===== config.mk =====
export PLATFORM = sky130hd
export DESIGN_NAME = comp_strg_sched_flat
export DESIGN_NICKNAME = d
export VERILOG_FILES = /design/src/rtl/comp_strg_sched_if.sv /design/src/rtl/comp_strg_sched.sv /design/src/flat_wrapper.sv
export SDC_FILE = /design/constraint.sdc
export NUM_CORES = 1
export LEC_CHECK = 0
export BUFFER_PORTS_ARGS = -buffer_cell sky130_fd_sc_hd__buf_4
export CORE_MARGIN = 1.5
export CORE_UTILIZATION = 45
export CTS_CLUSTER_DIAMETER = 60
export CTS_CLUSTER_SIZE = 10
export DETAILED_ROUTE_END_ITERATION = 16
export MAX_ROUTING_LAYER = met4
export PLACE_DENSITY = 0.82
export SYNTH_ARGS = -nofsm -noshare
export SYNTH_HDL_FRONTEND = slang
export SYNTH_SLANG_ARGS = --single-unit

===== constraint.sdc =====
create_clock -name clk -period 2.6 [get_ports clk]
set_input_delay 0.13 -clock clk [delete_from_list [all_inputs] [get_ports clk]]
set_output_delay 0.13 -clock clk [all_outputs]
set_load 0.02 [all_outputs]

===== src/rtl/comp_strg_sched_if.sv =====
// Bundles the requester, response and storage-port signals of comp_strg_sched.
// The slave modport is the scheduler's view; master is the surrounding environment.
`ifndef STRG_ADDRESS_WIDTH
`define STRG_ADDRESS_WIDTH 8
`endif
`ifndef STRG_DATA_WIDTH
`define STRG_DATA_WIDTH 16
`endif

interface comp_strg_sched_if #(
  parameter int unsigned NUM_REQ = 4,
  parameter int unsigned ADDR_W  = `STRG_ADDRESS_WIDTH,
  parameter int unsigned DATA_W  = `STRG_DATA_WIDTH
);
  localparam int unsigned IDW = (NUM_REQ > 1) ? $clog2(NUM_REQ) : 1;

  // requester side
  logic [NUM_REQ-1:0]        req_valid;
  logic [NUM_REQ-1:0]        req_ready;
  logic [2*NUM_REQ-1:0]      req_cmd;
  logic [ADDR_W*NUM_REQ-1:0] req_addA;
  logic [ADDR_W*NUM_REQ-1:0] req_addB;
  logic [ADDR_W*NUM_REQ-1:0] req_addC;
  logic [DATA_W*NUM_REQ-1:0] req_data;
  // response side
  logic                      rsp_valid;
  logic                      rsp_ready;
  logic [IDW-1:0]            rsp_id;
  logic [DATA_W-1:0]         rsp_data;
  logic                      rsp_err;
  // storage port
  logic                      strg_en;
  logic [1:0]                strg_cmd;
  logic [ADDR_W-1:0]         strg_addA;
  logic [ADDR_W-1:0]         strg_addB;
  logic [ADDR_W-1:0]         strg_addC;
  logic [DATA_W-1:0]         strg_dq_out;
  logic                      strg_dq_oe;
  logic [DATA_W-1:0]         strg_dq_in;
  logic                      strg_valid;

  modport slave (
    input  req_valid, req_cmd, req_addA, req_addB, req_addC, req_data,
           rsp_ready, strg_dq_in, strg_valid,
    output req_ready, rsp_valid, rsp_id, rsp_data, rsp_err,
           strg_en, strg_cmd, strg_addA, strg_addB, strg_addC,
           strg_dq_out, strg_dq_oe
  );

  modport master (
    output req_valid, req_cmd, req_addA, req_addB, req_addC, req_data,
           rsp_ready, strg_dq_in, strg_valid,
    input  req_ready, rsp_valid, rsp_id, rsp_data, rsp_err,
           strg_en, strg_cmd, strg_addA, strg_addB, strg_addC,
           strg_dq_out, strg_dq_oe
  );
endinterface


===== src/rtl/comp_strg_sched.sv =====
// Round-robin scheduler sharing one computation-storage block among NUM_REQ
// requesters. One command outstanding at a time: accept, issue, wait for
// valid_out (or time out), then return the tagged response.
`ifndef STRG_ADDRESS_WIDTH
`define STRG_ADDRESS_WIDTH 8
`endif
`ifndef STRG_DATA_WIDTH
`define STRG_DATA_WIDTH 16
`endif

module comp_strg_sched #(
  parameter int unsigned NUM_REQ = 4,
  parameter int unsigned ADDR_W  = `STRG_ADDRESS_WIDTH,
  parameter int unsigned DATA_W  = `STRG_DATA_WIDTH,
  parameter int unsigned TIMEOUT = 16
) (
  input logic clk,
  input logic rst,
  comp_strg_sched_if.slave bus
);
  localparam int unsigned   IDW    = (NUM_REQ > 1) ? $clog2(NUM_REQ) : 1;
  localparam int unsigned   CNTW   = $clog2(TIMEOUT + 1);
  localparam logic [IDW:0]  NREQ_L = (IDW+1)'(NUM_REQ);
  localparam logic [CNTW-1:0] TO_L = CNTW'(TIMEOUT);

  typedef enum logic [1:0] {S_IDLE, S_ISSUE, S_WAIT, S_RESP} state_t;

  state_t            r_state, w_next;
  logic [IDW-1:0]    r_ptr, r_id;
  logic [1:0]        r_cmd;
  logic [ADDR_W-1:0] r_addA, r_addB, r_addC;
  logic [DATA_W-1:0] r_data, r_rsp_data;
  logic              r_rsp_err;
  logic [CNTW-1:0]   r_cnt;

  logic              w_found;
  logic [IDW-1:0]    w_grant, w_ptr_nxt;
  logic [IDW:0]      w_sum;
  logic [NUM_REQ-1:0] w_ready;
  logic [1:0]        w_cmd;
  logic [ADDR_W-1:0] w_addA, w_addB, w_addC;
  logic [DATA_W-1:0] w_data;

  // Round-robin search from r_ptr upward with wrap, plus mux of the granted slice
  always_comb begin
    w_found = 1'b0;
    w_grant = '0;
    w_sum   = '0;
    w_ready = '0;
    w_cmd   = '0;
    w_addA  = '0;
    w_addB  = '0;
    w_addC  = '0;
    w_data  = '0;
    for (int unsigned i = 0; i < NUM_REQ; i++) begin
      w_sum = {1'b0, r_ptr} + (IDW+1)'(i);
      if (w_sum >= NREQ_L) w_sum = w_sum - NREQ_L;
      if (!w_found && bus.req_valid[w_sum[IDW-1:0]]) begin
        w_found = 1'b1;
        w_grant = w_sum[IDW-1:0];
      end
    end
    for (int unsigned i = 0; i < NUM_REQ; i++) begin
      if (w_grant == IDW'(i)) begin
        w_cmd  = bus.req_cmd[2*i +: 2];
        w_addA = bus.req_addA[ADDR_W*i +: ADDR_W];
        w_addB = bus.req_addB[ADDR_W*i +: ADDR_W];
        w_addC = bus.req_addC[ADDR_W*i +: ADDR_W];
        w_data = bus.req_data[DATA_W*i +: DATA_W];
        w_ready[i] = (r_state == S_IDLE) && w_found;
      end
    end
    w_ptr_nxt = (w_grant == IDW'(NUM_REQ - 1)) ? '0 : w_grant + 1'b1;
  end

  assign bus.req_ready = w_ready;
  assign bus.strg_cmd  = r_cmd;
  assign bus.strg_addA = r_addA;
  assign bus.strg_addB = r_addB;
  assign bus.strg_addC = r_addC;
  assign bus.rsp_id    = r_id;
  assign bus.rsp_data  = r_rsp_data;
  assign bus.rsp_err   = r_rsp_err;

  // State register
  always_ff @(posedge clk or negedge rst) begin
    if (!rst) r_state <= S_IDLE;
    else      r_state <= w_next;
  end

  // Next-state decode and per-state storage/response strobes
  always_comb begin
    w_next          = r_state;
    bus.strg_en     = 1'b0;
    bus.strg_dq_oe  = 1'b0;
    bus.strg_dq_out = '0;
    bus.rsp_valid   = 1'b0;
    case (r_state)
      S_IDLE:  if (w_found) w_next = S_ISSUE;
      S_ISSUE: begin
        bus.strg_en = 1'b1;
        if (r_cmd == 2'b00) begin
          bus.strg_dq_oe  = 1'b1;
          bus.strg_dq_out = r_data;
        end
        w_next = S_WAIT;
      end
      S_WAIT:  if (bus.strg_valid || (r_cnt == TO_L)) w_next = S_RESP;
      S_RESP: begin
        bus.rsp_valid = 1'b1;
        if (bus.rsp_ready) w_next = S_IDLE;
      end
      default: w_next = S_IDLE;
    endcase
  end

  // Command latch, rr pointer, wait counter and response capture
  always_ff @(posedge clk or negedge rst) begin
    if (!rst) begin
      r_ptr      <= '0;
      r_id       <= '0;
      r_cmd      <= '0;
      r_addA     <= '0;
      r_addB     <= '0;
      r_addC     <= '0;
      r_data     <= '0;
      r_rsp_data <= '0;
      r_rsp_err  <= 1'b0;
      r_cnt      <= '0;
    end else begin
      case (r_state)
        S_IDLE: if (w_found) begin
          r_id   <= w_grant;
          r_cmd  <= w_cmd;
          r_addA <= w_addA;
          r_addB <= w_addB;
          r_addC <= w_addC;
          r_data <= w_data;
          r_ptr  <= w_ptr_nxt;
        end
        S_ISSUE: r_cnt <= CNTW'(1);
        S_WAIT: begin
          // a valid on the final counted cycle still wins over the timeout
          if (bus.strg_valid) begin
            r_rsp_data <= bus.strg_dq_in;
            r_rsp_err  <= 1'b0;
          end else if (r_cnt == TO_L) begin
            r_rsp_data <= '0;
            r_rsp_err  <= 1'b1;
          end else begin
            r_cnt <= r_cnt + 1'b1;
          end
        end
        default: ;
      endcase
    end
  end
endmodule


===== src/flat_wrapper.sv =====
// flat-port wrapper written by rule: the top's interface ports become plain ports
module comp_strg_sched_flat 
#(
  parameter int unsigned NUM_REQ = 4,
  parameter int unsigned ADDR_W  = `STRG_ADDRESS_WIDTH,
  parameter int unsigned DATA_W  = `STRG_DATA_WIDTH,
  parameter int unsigned TIMEOUT = 16
)
  (clk, rst, bus_req_valid, bus_req_cmd, bus_req_addA, bus_req_addB, bus_req_addC, bus_req_data, bus_rsp_ready, bus_strg_dq_in, bus_strg_valid, bus_req_ready, bus_rsp_valid, bus_rsp_id, bus_rsp_data, bus_rsp_err, bus_strg_en, bus_strg_cmd, bus_strg_addA, bus_strg_addB, bus_strg_addC, bus_strg_dq_out, bus_strg_dq_oe);
  comp_strg_sched_if #(.NUM_REQ(NUM_REQ), .ADDR_W(ADDR_W), .DATA_W(DATA_W)) bus_i ();
  input logic clk;
  input logic rst;
  input wire logic [$bits(bus_i.req_valid)-1:0] bus_req_valid;
  input wire logic [$bits(bus_i.req_cmd)-1:0] bus_req_cmd;
  input wire logic [$bits(bus_i.req_addA)-1:0] bus_req_addA;
  input wire logic [$bits(bus_i.req_addB)-1:0] bus_req_addB;
  input wire logic [$bits(bus_i.req_addC)-1:0] bus_req_addC;
  input wire logic [$bits(bus_i.req_data)-1:0] bus_req_data;
  input wire logic [$bits(bus_i.rsp_ready)-1:0] bus_rsp_ready;
  input wire logic [$bits(bus_i.strg_dq_in)-1:0] bus_strg_dq_in;
  input wire logic [$bits(bus_i.strg_valid)-1:0] bus_strg_valid;
  output wire logic [$bits(bus_i.req_ready)-1:0] bus_req_ready;
  output wire logic [$bits(bus_i.rsp_valid)-1:0] bus_rsp_valid;
  output wire logic [$bits(bus_i.rsp_id)-1:0] bus_rsp_id;
  output wire logic [$bits(bus_i.rsp_data)-1:0] bus_rsp_data;
  output wire logic [$bits(bus_i.rsp_err)-1:0] bus_rsp_err;
  output wire logic [$bits(bus_i.strg_en)-1:0] bus_strg_en;
  output wire logic [$bits(bus_i.strg_cmd)-1:0] bus_strg_cmd;
  output wire logic [$bits(bus_i.strg_addA)-1:0] bus_strg_addA;
  output wire logic [$bits(bus_i.strg_addB)-1:0] bus_strg_addB;
  output wire logic [$bits(bus_i.strg_addC)-1:0] bus_strg_addC;
  output wire logic [$bits(bus_i.strg_dq_out)-1:0] bus_strg_dq_out;
  output wire logic [$bits(bus_i.strg_dq_oe)-1:0] bus_strg_dq_oe;
  assign bus_i.req_valid = bus_req_valid;
  assign bus_i.req_cmd = bus_req_cmd;
  assign bus_i.req_addA = bus_req_addA;
  assign bus_i.req_addB = bus_req_addB;
  assign bus_i.req_addC = bus_req_addC;
  assign bus_i.req_data = bus_req_data;
  assign bus_i.rsp_ready = bus_rsp_ready;
  assign bus_i.strg_dq_in = bus_strg_dq_in;
  assign bus_i.strg_valid = bus_strg_valid;
  assign bus_req_ready = bus_i.req_ready;
  assign bus_rsp_valid = bus_i.rsp_valid;
  assign bus_rsp_id = bus_i.rsp_id;
  assign bus_rsp_data = bus_i.rsp_data;
  assign bus_rsp_err = bus_i.rsp_err;
  assign bus_strg_en = bus_i.strg_en;
  assign bus_strg_cmd = bus_i.strg_cmd;
  assign bus_strg_addA = bus_i.strg_addA;
  assign bus_strg_addB = bus_i.strg_addB;
  assign bus_strg_addC = bus_i.strg_addC;
  assign bus_strg_dq_out = bus_i.strg_dq_out;
  assign bus_strg_dq_oe = bus_i.strg_dq_oe;
  comp_strg_sched #(.NUM_REQ(NUM_REQ), .ADDR_W(ADDR_W), .DATA_W(DATA_W), .TIMEOUT(TIMEOUT)) u_core (.clk(clk), .rst(rst), .bus(bus_i));
endmodule

==> reports/metrics.yaml <==
synthesis:
  synth-seq-cells: 70
  netlist_area_um2: 4470
  syn-mean-instance-area_um2: 8.55
  async_flop_share: 1.00
  yosys_warnings: 0
  syn-instance-count: 523
  synth.distinct_cells: 38
  synth_flop_cell: "dfrtp_1"
  synth_edf_count: 0
  ys_seq_area_frac: 0.392
  synthesis.nets: 726
setup_path:
  cp.arrival_ns: 2.32
  r2r-start: "u_core.r_ptr[1]"
  worst-path-max-fanout: 15
  worstSetupPathType: "flip-flop to output pin"
  crit_start: "u_core.r_ptr[1]"
  worst_setup_path_start_kind: "flip-flop"
  crit_required_ns: 2.47
  endpoint_kind: "output pin"
sta:
  report.final.hold_viol_count: 0
  max_slew_margin: 0.399
  worst_pin_slew_ns: 0.901
  rsz0062_at_grt: "true"
  setup_violations: 0
  fin_skew_ns: 0.0141
  drv_slew: 0
  clock.fmax_ghz: 0.409
  post-route-period-util: 0.941
  fin_crit_ns: 2.45
  final.setup.tns_ns: 0
global_routing:
  grt_use_total: 0.301
  antenna_found_initial: 0
  grt.overflow.total: 0
  grt_pass1_vias: 5057
  grt_max_degree: 71
  grt_pass1_wl_mm: 24.1
pwr:
  switching_share: 0.440
  p_total_mw: 7.71
  comb_power_share: 0.627
  ir_worst_vdd_uv: 493
  sequentialPowerShare: 0.258
  power_frac_clock: 0.115
  leakagePower_nw: 3.34
  intPower_mw: 4.32
  p_per_area_nw_per_um2: 1130
  switchingPower_mw: 3.39
min_path:
  hold_path_class: "input port to flip-flop"
  worstHoldStart: "bus_strg_dq_in[15]"
clock_tree:
  clkLatencyLatePin_ns: 0.34
  cts.path.max_buffers: 2
  cts_tree: "done"
  cts.clk_slew.worst_paths_ns: 0.07
  cts_made_buffers: 9
  htreeDepth: 3
  clockRootBuffer: "clkbuf_8"
  clock-sinks: 70
cells_and_area:
  area_delta_synth_final_pct: 52.4
  n_antenna_cell: 0
  mostFrequentLayoutCell: "buf_4"
  drive_gt1_frac: 0.391
  stdcell_count: 901
  final_cell_mix: "270 x buf_4, 130 x a21oi_1, 70 x dfrtp_1, 49 x inv_1, 46 x nor2_1"
  fin_nets: 968
routing:
  vias_per_cell: 5.72
  via_count: 5155
  routedWlPerCell_um: 17.8
  routed_wl_mm: 16.1
  ant_nets: 0
  dr.pass1.iters: 5
  first_iter_violations: 234
  drcViolationCount: 0
die:
  ios: 260
  dieHeight_um: 103
  initial_utilization: 0.462
  die_area_um2: 10500
  row_count: 36
  coreArea_um2: 9680
  die_x_um: 103
placed_design:
  gp_congestion: 0.907
  dp.cells: 885
  numPortBuffers: 259
  dpl.hpwl_mm: 11.9
run:
  maxCapViolCount: 0
run_status:
  status: "finished, final reports clean"
stage by stage:
step	util	worst slack [ns]	cell area, µm²	hold WS [ns]
after global routing	0.704	-0.00349	6820	0.00641
after global placement	0.679	0.234	6580	0.318
final	0.704	0.152	6820	0.0176
after detailed placement	0.679	0.127	6580	0.318
after floorplan	-	0.355	4470	-0.166
after CTS	0.700	0.0481	6780	0.00602
registers in the layout (all words and copies together) (netlist names), 5 cells and up:
register / flops
u_core.r_data: 16
u_core.bus.rsp_data: 16
u_core.bus.strg_addA: 8
u_core.bus.strg_addC: 8
u_core.bus.strg_addB: 8
u_core.r_cnt: 5
routing by layer:
| layer | track usage | up-vias | routed length (µm) |
|---|---|---|---|
| li1 | - | 2365 | - |
| met1 | 0.335 | 2453 | 6010 |
| met2 | 0.511 | 284 | 8040 |
| met3 | 0.0576 | 53 | 1370 |
| met4 | 0.163 | 0 | 634 |
| met5 | - | - | 0 |
power groups by stage:
stage	logic (mW)	registers [mW]	clock network [mW]
detailed placement	4.72	1.99	0
finish	4.83	1.99	0.889
CTS	4.75	1.98	0.898
global placement	4.58	1.97	0
global route	5.24	2.05	0.946
floorplan	2.66	2.35	0
Yosys cell counts, drive strengths merged (2+ instances only):
| cell type | n | area share |
|---|---|---|
| nand3b | 42 | 0.071 |
| nand2 | 11 | 0.0092 |
| o41a | 2 | 0.0050 |
| mux2i | 3 | 0.0067 |
| o211ai | 2 | 0.0034 |
| a22o | 16 | 0.031 |
| nand3 | 3 | 0.0034 |
| clkbuf | 24 | 0.020 |
| nor2b | 5 | 0.0070 |
| o41ai | 2 | 0.0081 |
| ha | 11 | 0.031 |
| nor4 | 2 | 0.0028 |
| a221o | 43 | 0.096 |
| dfrtp | 70 | 0.39 |
| a21oi | 130 | 0.15 |
| buf | 22 | 0.026 |
| inv | 49 | 0.041 |
| nand2b | 5 | 0.0070 |
| and2 | 21 | 0.029 |
| o21ai | 2 | 0.0031 |
| nor2 | 46 | 0.039 |
worst max-delay path: stages (launching register included):
cell and delay, ns:
dfrtp_1 0.42, nand2_1 0.10, a221oi_1 0.42, or2_2 0.21, ha_2 0.32, buf_4 0.23
and2_1 0.14, buf_4 0.14
cell families (layout without fill, tap and decap cells):
kind of cell	Yosys count	after routing	synth area share
AOI/OAI and AO/OA	201	201	0.300
xor gates and xnor gates	1	1	0.00196
adders and majority gates	11	11	0.0308
buffers and inverters	95	340	0.0870
DFF	70	70	0.392
muxes	4	4	0.00923
and+or+nand+nor	141	141	0.179
worst paths after layout:
kind,slack [ns],depth (start not counted),to
max,0.15,7,bus_req_ready[1]
min,0.02,2,u_core.bus.rsp_data[15]
min reg2reg,0.49,2,u_core.bus.rsp_id[1]
min in group asynchronous,0.46,2,u_core.r_cnt[4]
max in group asynchronous,1.54,2,u_core.bus.strg_addC[6]
max reg2reg,0.20,7,u_core.bus.strg_addC[5]
area by class of cell:
cell class                 count  area, µm²
fill                         800       2870
multi-input combinational    358       2360
timing repair buffer         277       2160
sequential                    70       1750
inverter                      49        184
tap                          133        166
clock buffer                  13        159
clock inverter                 1       30.0
what timing repair did:
item | in CTS | in global routing
hold endpoints to repair | 70 | 0
resized for setup | 0 | 2
buffers inserted | 0 | 0
setup endpoints to repair | 0 | 40
hold buffers | 1 | 0
Power figures use the tool's default switching activity.
